File: config.mk
export PLATFORM = sky130hd
export DESIGN_NAME = cpu_param
export DESIGN_NICKNAME = d
export VERILOG_FILES = /design/src/rtl/cpu_param_pkg.sv /design/src/rtl/cpu_param_alu.sv /design/src/rtl/cpu_param.sv
export SDC_FILE = /design/constraint.sdc
export NUM_CORES = 1
export LEC_CHECK = 0
export BUFFER_PORTS_ARGS = -buffer_cell sky130_fd_sc_hd__buf_2
export CAP_MARGIN = 20
export CORE_MARGIN = 10
export CORE_UTILIZATION = 50
export CTS_BUF_LIST = sky130_fd_sc_hd__clkbuf_4 sky130_fd_sc_hd__clkbuf_8 sky130_fd_sc_hd__clkbuf_16
export DETAILED_ROUTE_END_ITERATION = 16
export PLACE_DENSITY = 0.77
export REMOVE_ABC_BUFFERS = 1
export SLEW_MARGIN = 25
export SYNTH_ARGS = -nofsm -noshare
export SYNTH_HDL_FRONTEND = slang
export SYNTH_SLANG_ARGS = --single-unit
File: constraint.sdc
create_clock -name clk -period 5.11 [get_ports clk]
set_clock_uncertainty 0.15 [all_clocks]
set_input_delay 1.022 -clock clk [delete_from_list [all_inputs] [get_ports clk]]
set_output_delay 1.022 -clock clk [all_outputs]
set_load 0.01 [all_outputs]
File: src/rtl/cpu_param_pkg.sv
// Shared constants for the cpu_param core: stage encoding,
// opcode classes and instruction field positions.
package cpu_param_pkg;

    typedef enum logic [4:0] {
        S_AWAIT  = 5'b00001,
        S_FETCHA = 5'b00010,
        S_FETCHB = 5'b00100,
        S_EXECA  = 5'b01000,
        S_EXECB  = 5'b10000
    } stage_t;

    localparam int OPC_W  = 8;
    localparam int FLD_W  = 3;
    localparam int A_OFS  = 1;
    localparam int B_OFS  = 4;

    localparam logic [4:0] CL_MOV = 5'b00001;
    localparam logic [4:0] CL_LDI = 5'b01010;
    localparam logic [4:0] CL_LD  = 5'b01000;
    localparam logic [4:0] CL_LDS = 5'b01001;
    localparam logic [4:0] CL_ST  = 5'b01100;
    localparam logic [4:0] CL_STS = 5'b01101;
    localparam logic [4:0] CL_INC = 5'b10000;
    localparam logic [4:0] CL_DEC = 5'b10001;
    localparam logic [4:0] CL_ADD = 5'b10010;
    localparam logic [4:0] CL_SUB = 5'b10011;

    localparam logic [7:0] OP_HLT = 8'h00;
    localparam logic [7:0] OP_JC  = 8'h3D;
    localparam logic [7:0] OP_JZ  = 8'h3E;
    localparam logic [7:0] OP_JMP = 8'h3F;

    // INC/DEC/ADD/SUB share the top three class bits; the low two pick the op
    function automatic logic is_alu(input logic [4:0] cls);
        return cls[4:2] == 3'b100;
    endfunction

endpackage

File: src/rtl/cpu_param_alu.sv
// Four-function ALU; ctrl: 00 inc, 01 dec, 10 add, 11 sub.
module alu_param #(
    parameter int DATA_W = 8
) (
    input  logic [DATA_W-1:0] a,
    input  logic [DATA_W-1:0] b,
    input  logic [1:0]        ctrl,
    output logic [DATA_W-1:0] sout,
    output logic              cout,
    output logic              zout
);

    localparam logic [DATA_W:0] ONE = {{DATA_W{1'b0}}, 1'b1};

    logic [DATA_W:0] r;

    // The extra top bit is carry for inc/add and borrow for dec/sub
    always_comb begin
        unique case (ctrl)
            2'b00:   r = {1'b0, a} + ONE;
            2'b01:   r = {1'b0, a} - ONE;
            2'b10:   r = {1'b0, a} + {1'b0, b};
            default: r = {1'b0, a} - {1'b0, b};
        endcase
    end

    assign sout = r[DATA_W-1:0];
    assign cout = r[DATA_W];
    assign zout = (sout == '0);

endmodule

File: src/rtl/cpu_param.sv
// Multi-cycle accumulator-less CPU: two fetch stages, two execute
// stages, eight-entry register file and a ready-throttled memory port.
module cpu_param
    import cpu_param_pkg::*;
#(
    parameter int DATA_W = 8,
    parameter int ADDR_W = 8
) (
    input  logic              clk,
    input  logic              rst,
    input  logic              run,
    input  logic              halt,
    output logic [ADDR_W-1:0] mem_addr,
    output logic [DATA_W-1:0] mem_wdata,
    input  logic [DATA_W-1:0] mem_rdata,
    output logic              mem_rd,
    output logic              mem_wr,
    input  logic              mem_ready,
    output logic [ADDR_W-1:0] pc,
    output logic              await,
    output logic              fetcha,
    output logic              fetchb,
    output logic              execa,
    output logic              execb,
    output logic              zflag,
    output logic              cflag,
    output logic [DATA_W-1:0] reg_aout,
    output logic [DATA_W-1:0] reg_bout
);

    localparam logic [ADDR_W-1:0] PC_ONE = {{(ADDR_W-1){1'b0}}, 1'b1};

    stage_t st, st_nx;

    logic [ADDR_W-1:0] pc_q;
    logic [OPC_W-1:0]  opc;
    logic [DATA_W-1:0] opd;
    logic [DATA_W-1:0] rf [0:7];
    logic              zf, cf, hpend;

    logic [4:0]        cls;
    logic [2:0]        fa, fb, fc;
    logic [ADDR_W-1:0] faddr;
    logic [DATA_W-1:0] ra, rb;
    logic              stall, take_j;
    logic              rf_we;
    logic [DATA_W-1:0] rf_wdata;
    logic [DATA_W-1:0] alu_s;
    logic              alu_c, alu_z;

    assign cls   = opc[7:3];
    assign fc    = opc[2:0];
    assign fa    = opd[DATA_W-A_OFS -: FLD_W];
    assign fb    = opd[DATA_W-B_OFS -: FLD_W];
    assign faddr = opd[ADDR_W-1:0];
    assign ra    = rf[fa];
    assign rb    = rf[fb];

    alu_param #(.DATA_W(DATA_W)) u_alu (
        .a    (ra),
        .b    (rb),
        .ctrl (cls[1:0]),
        .sout (alu_s),
        .cout (alu_c),
        .zout (alu_z)
    );

    always_ff @(posedge clk or posedge rst) begin
        if (rst) st <= S_AWAIT;
        else     st <= st_nx;
    end

    // A stalled memory access freezes the whole machine
    assign stall = (mem_rd | mem_wr) & ~mem_ready;

    always_comb begin
        st_nx = st;
        if (!stall) begin
            unique case (st)
                S_AWAIT:  if (run) st_nx = S_FETCHA;
                S_FETCHA: st_nx = S_FETCHB;
                S_FETCHB: st_nx = S_EXECA;
                S_EXECA:  st_nx = S_EXECB;
                S_EXECB:  st_nx = (opc == OP_HLT || hpend || halt)
                                  ? S_AWAIT : S_FETCHA;
                default:  st_nx = S_AWAIT;
            endcase
        end
    end

    always_comb begin
        mem_addr  = pc_q;
        mem_wdata = ra;
        mem_rd    = 1'b0;
        mem_wr    = 1'b0;
        unique case (st)
            S_FETCHA, S_FETCHB: mem_rd = 1'b1;
            S_EXECA: begin
                if (cls == CL_ST) begin
                    mem_addr = rf[fc][ADDR_W-1:0];
                    mem_wr   = 1'b1;
                end else if (cls == CL_STS) begin
                    mem_addr = faddr;
                    mem_wr   = 1'b1;
                end
            end
            S_EXECB: begin
                if (cls == CL_LD) begin
                    mem_addr = ra[ADDR_W-1:0];
                    mem_rd   = 1'b1;
                end else if (cls == CL_LDS) begin
                    mem_addr = faddr;
                    mem_rd   = 1'b1;
                end
            end
            default: ;
        endcase
    end

    always_comb begin
        rf_we    = 1'b0;
        rf_wdata = ra;
        if (!stall) begin
            if (st == S_EXECA) begin
                unique case (1'b1)
                    cls == CL_MOV: rf_we = 1'b1;
                    cls == CL_LDI: begin
                        rf_we    = 1'b1;
                        rf_wdata = opd;
                    end
                    is_alu(cls): begin
                        rf_we    = 1'b1;
                        rf_wdata = alu_s;
                    end
                    default: ;
                endcase
            end else if (st == S_EXECB &&
                         (cls == CL_LD || cls == CL_LDS)) begin
                rf_we    = 1'b1;
                rf_wdata = mem_rdata;
            end
        end
    end

    assign take_j = (opc == OP_JMP) ||
                    (opc == OP_JZ && zf) ||
                    (opc == OP_JC && cf);

    always_ff @(posedge clk or posedge rst) begin
        if (rst) begin
            pc_q  <= '0;
            opc   <= '0;
            opd   <= '0;
            zf    <= 1'b0;
            cf    <= 1'b0;
            hpend <= 1'b0;
            for (int i = 0; i < 8; i++) rf[i] <= '0;
        end else begin
            if (st == S_EXECB && !stall)
                hpend <= 1'b0;
            else if (halt && st != S_AWAIT)
                hpend <= 1'b1;
            if (rf_we) rf[fc] <= rf_wdata;
            if (!stall) begin
                unique case (st)
                    S_FETCHA: begin
                        opc  <= mem_rdata[OPC_W-1:0];
                        pc_q <= pc_q + PC_ONE;
                    end
                    S_FETCHB: begin
                        opd  <= mem_rdata;
                        pc_q <= pc_q + PC_ONE;
                    end
                    S_EXECA: begin
                        if (is_alu(cls)) begin
                            zf <= alu_z;
                            cf <= alu_c;
                        end
                        if (take_j) pc_q <= faddr;
                    end
                    default: ;
                endcase
            end
        end
    end

    assign pc       = pc_q;
    assign await    = (st == S_AWAIT);
    assign fetcha   = (st == S_FETCHA);
    assign fetchb   = (st == S_FETCHB);
    assign execa    = (st == S_EXECA);
    assign execb    = (st == S_EXECB);
    assign zflag    = zf;
    assign cflag    = cf;
    assign reg_aout = ra;
    assign reg_bout = rb;

endmodule
# Word-level counts from Yosys, hierarchy flattened
# Cells that the tools add are included.
# word_totals
register_bits	96
inputBits	13
output_inout_bits	49
word_cells	114
# op_classes
addsub	5
n_lt_le_gt_ge	4
n_eq_ne	20
mux	39
bitwise	7
reduce_logical	24
# op_table
op	n
$mux 8	15
$bmux 8 s3	3
$bwmux 64	1
$pmux 8 s2	3
$eq 5x4->1 const B	6
$pmux 9 s3	1
$pmux 5 s5	1
$demux 8 s3	1
$eq 8x6->1 const B	3
$logic_not 8->1	2
$ge 4x4->1 const B	3
$not 3->4	3
$mux 1	11
$eq 5x1->1 const B	2
$add 8x1->9 const B	1
$add 8x8->9	1
$sub 8x1->9 const B	1
$sub 8x8->9	1
$add 8x1->8 const B	1
$logic_and 1x1->1	6
$reduce_and 2->1	3
$reduce_and 3->1	2
$eq 5x2->1 const B	1
$eq 5x3->1 const B	1
20 further kinds	26

# Longest topological paths before layout
# depth
ltp_word	10
depth_mapped	17
ltp_nobuf	15

# Cells and area by module
# A second synthesis with hierarchy kept.
# hier_totals
cells_unflattened	769
hier_area_um2	7019.2
# by_module_without_submodules
module	n_inst	cells_each	area_each_um2	seq_area_each_um2
cpu_param	1	678	6421.2	2403.6
alu_param	1	91	598.1	0.0

# Least setup slack after synthesis
# Ideal clock, no wire load.
# synth_timing
path_kind	register to register
startpoint	register opd[3] (netlist: faddr[3])
endpoint	register zf (netlist: zflag)
setup_ns	0.083
t_arrival_ns	4.183
required_ns	4.877
setup_slack_ns	0.694
stages_incl_launch_ff	18
path_buffers	2
period_less_slack_ns	4.416
cell_sequence	dfrtp_1 -> clkbuf_1 -> buf_1 -> mux4_2 -> mux2i_1 -> ha_1 -> inv_1 -> or2_2 -> nor2_1 -> o21ai_0 -> a32o_1 -> ha_1 -> a21oi_1 -> o211ai_1 -> a31oi_1 -> xor2_1 -> or4b_2 -> o21ai_0
# synth_between
elab_chain_len	7
elab_cells_between_ends	8
classes_between	2 x add/sub; 4 x mux; 1 x bitwise; 1 x reduce/logical
# synth_lines
item	line	rtl
start, declared	cpu_param.sv:37	logic [DATA_W-1:0] opd;
start signal, assigned	cpu_param.sv:171	opd <= mem_rdata;
$not 3->4 (implied by the code) (*)	cpu_param.sv:57	assign rb = rf[fb];
$bmux 8 s3 (*)	cpu_param.sv:57	
$mux 8 (implied by the code) (*) (2 in a row)	cpu_param.sv:57	
$sub 8x8->9 or $add 8x8->9 (tied branches)	cpu_param_alu.sv:23, cpu_param_alu.sv:22	
$pmux 9 s3 (*)	cpu_param_alu.sv:19	unique case (ctrl)
$logic_not 8->1 (*)	cpu_param_alu.sv:29	assign zout = (sout == '0);
end signal, assigned	cpu_param.sv:176	zf <= alu_z;
end, declared	cpu_param.sv:39	logic zf, cf, hpend;
# Mark *: on every way between the ends. The rest lies on a longest branch, timed or not. The select of a mux whose other input is x is not followed.
# A chain may end at the register's enable or synchronous reset.

# Final worst setup path
# layout_timing
startpoint	register opd[2] (netlist: faddr[2])
endpoint	register rf[55] (netlist name)
# layout_between
elab_chain_len	10
elab_cells_between_ends	11
classes_between	2 x add/sub; 8 x mux; 1 x bitwise
# layout_lines
item	line	rtl
$not 3->4 (implied by the code) (*)	cpu_param.sv:57	
$bmux 8 s3 (*)	cpu_param.sv:57	
$mux 8 (implied by the code) (*) (2 in a row)	cpu_param.sv:57	
$sub 8x8->9 or $add 8x8->9 (tied branches)	cpu_param_alu.sv:23, cpu_param_alu.sv:22	
$pmux 9 s3 (*)	cpu_param_alu.sv:19	
$pmux 8 s2 (*)	cpu_param.sv:125	unique case (1'b1)
$mux 8 (*)	cpu_param.sv:124	if (st == S_EXECA) begin
$mux 8 (*)	cpu_param.sv:123	if (!stall) begin
$bwmux 64 (*)	cpu_param.sv:163	if (rf_we) rf[fc] <= rf_wdata;
end signal, assigned by index	cpu_param.sv:163	
end, declared	cpu_param.sv:38	logic [DATA_W-1:0] rf [0:7];
# Marked as above.

==> results.yml <==
floorplan:
  num_io_pins: 62
  die_x_um: 140
  start_util: 0.513
  coreArea_um2: 14000
  fp.dieH_um: 140
  rows: 43
  die-area_um2: 19500
critical_path:
  rrSetupSlack_ps: 420
  r2r_cells: 14
  crit_fanout: 15
  r2r_start: "faddr[2]"
  worstPathRequired_ps: 5250
  crit_type: "reg -> reg"
  crit_end: "rf[55]"
  crit_path_end_kind: "flop"
  r2r_end: "rf[55]"
  crit_start: "faddr[2]"
  arrival_ps: 4840
  cp-start-kind: "flop"
route:
  drc_errors: 0
  viasPerCell: 6.90
  antenna_left: 0
  drt_iter0_drc: 1035
  num_vias: 6248
  wl_per_cell_um: 25.0
  drt_pass1_iterations: 5
  routed_wl_mm: 22.7
final_layout:
  nNetsFinal: 746
  drive_above_1_share: 0.348
  syn2layout_area_growth_pct: 10.2
  n_antenna_cell: 0
global_routing:
  grt_max_degree: 73
  antenna_found_initial: 0
  grt_pass1_wl_mm: 35.4
  grt_overflow: 0
  track_usage: 0.228
  grt_pass1_vias: 6030
yosys:
  synth_top_family_by_area: "multiplexers"
  synth_cells: 683
  synthMuxAreaShare: 0.299
  synth_simple_gate_area_frac: 0.144
  synth_cell_type_count: 74
  synth_ff_type: "dfrtp_1"
  ys_warn_count: 0
  synth_compound_area_frac: 0.144
  syn_avg_cell_area_um2: 10.5
  netlist_area_um2: 7170
  yosys_register_bits: 96
  synth_fa_ha_area_frac: 0.0202
  yosys.area_share.xor_xnor: 0.0110
  synthArstFlopShare: 1.00
  synth_edf_count: 0
  seq_area_frac_synth: 0.335
sta:
  finalSetupTns_ps: 0
  setup_viol: 0
  grt_setup_unrepaired: "no"
  whs_ps: 367
  slew_headroom: 0.328
  drv_slew: 0
  fmax_mhz: 213
  fin_crit_ps: 4690
  hold_viol: 0
  finalCritPeriodShare: 0.918
  worst-slew-pin-transition_ps: 999
job:
  maxCapViolCount: 0
cts:
  h-tree-depth: 3
  post-cts-setup-buffers: 0
  cts_sinks: 96
  clkSlewWorstSetupHoldPaths_ps: 70
  cts_root_buf: "clkbuf_16"
  cts_buffers: 9
  clock_latency_ps: 360
  tritoncts: "done"
  clock_path_buffers: 2
placed_design:
  io_buffers: 61
  gp_congestion: 0.948
  dp_hpwl_mm: 16.1
power_and_ir_drop:
  peakVddDrop_mv: 0.232
  power_leakage_nw: 3.50
  power.density_nw_per_um2: 584
run_status:
  status: "completed"
min_path:
  hp-class: "reg -> reg"
[cells by family after synthesis]
family                     Yosys count
AOI/OAI and AO/OA                  153
xor gates and xnor gates             9
adders and majority gates           11
buffers and inverters               74
DFF                                 96
muxes                              155
and+or+nand+nor                    185
[worst min path at each step]
stage	cells past startpoint	from	end	slack, ps
global placement	2	hpend	hpend	330
floorplan	2	hpend	hpend	310
finish	2	hpend	hpend	370
detailed placement	2	hpend	hpend	340
global route	2	cflag	cflag	410
CTS	2	hpend	hpend	360
[worst max-delay path: stages, from the launching register on]
cell and delay, ps:
dfrtp_1 520, buf_4 350, mux4_2 570, mux2_2 330, or2_2 330, nor2_1 90
o21ai_0 90, a32o_1 230, ha_1 350, nand3_1 90, o211ai_1 320, a31oi_1 150
xor2_1 180, o211ai_1 590, mux2_2 290
[placed cells by master, fill, tap and decap left out, drive strengths merged, types with 5 or more instances in the layout]
cell,n
nor2,44
o211ai,8
nor3b,5
a211oi,5
mux4,35
dfrtp,95
o21ai,23
inv,25
nor4,7
xor2,8
nand3,22
a21oi,43
nand2b,10
mux2,99
nor3,12
mux2i,21
a22oi,12
nand2,48
ha,10
o22ai,18
a31oi,7
nor2b,10
a221oi,5
and3,6
clkbuf,10
buf,79
[Yosys cell counts (4+ instances only)]
cell / number / area, um2
nor4_4: 4 / 85.1
a22oi_1: 11 / 82.6
xor2_1: 8 / 70.1
buf_4: 10 / 75.1
ha_1: 10 / 125
nand2b_1: 10 / 62.6
nand2_1: 48 / 180
o22ai_1: 18 / 113
nor2_1: 42 / 158
o211ai_1: 8 / 60.1
nand3_1: 22 / 110
mux2i_1: 20 / 200
nor3_1: 10 / 50.1
mux4_2: 35 / 788
inv_1: 23 / 86.3
nor3b_1: 5 / 37.5
a21oi_1: 43 / 215
dfrtp_1: 95 / 2380
buf_1: 5 / 18.8
and3_1: 6 / 37.5
mux2_1: 4 / 45.0
mux2_2: 88 / 991
clkbuf_1: 24 / 90.1
a221oi_1: 5 / 43.8
o21ai_0: 22 / 110
nor2b_1: 10 / 62.6
mux2_4: 7 / 105
buf_2: 11 / 55.1
a31oi_1: 6 / 37.5
[cell type report]
type / instances / area (um2)
clock buffers: 10 / 239
clock inverters: 5 / 63.8
well taps: 180 / 225
multi-input cells: 513 / 4440
repair buffers: 79 / 440
flip-flops and latches: 96 / 2400
inverters: 23 / 88.8
fillers: 1217 / 6090
[stage by stage]
step	utilization	instance area (um2)	power, W	std cells	setup slack (ps)
after floorplan	-	6920	0.00295	632	295
after global routing	0.565	7900	0.00489	906	147
after detailed placement	0.543	7590	0.00384	891	359
after CTS	0.564	7900	0.00456	906	332
after global placement	0.542	7590	0.00376	891	536
final	0.565	7900	0.00461	906	419
[per-layer routing]
metal,wire length (um),GRT usage,vias up
met5,0,0,-
met4,1040,0.124,0
met3,2400,0.0636,76
met2,10300,0.334,388
met1,8960,0.299,3113
li1,-,-,2671
[report_power, final]
part,switching [W],internal [W],total (W)
combinational,0.00148,0.00111,0.00260
sequential,0.000387,0.000920,0.00131
clock,0.000315,0.000395,0.000709
[state kept, by name (all words and copies together), names as in the netlist]
register	count
cflag	1
zflag	1
st	5
rf	64
hpend	1
opc	8
faddr	8
pc	8
[timing repair]
item,CTS,global route
setup endpoints to repair,0,1
resized for setup,0,1
hold buffers,0,0
Power figures use the tool's default switching activity.
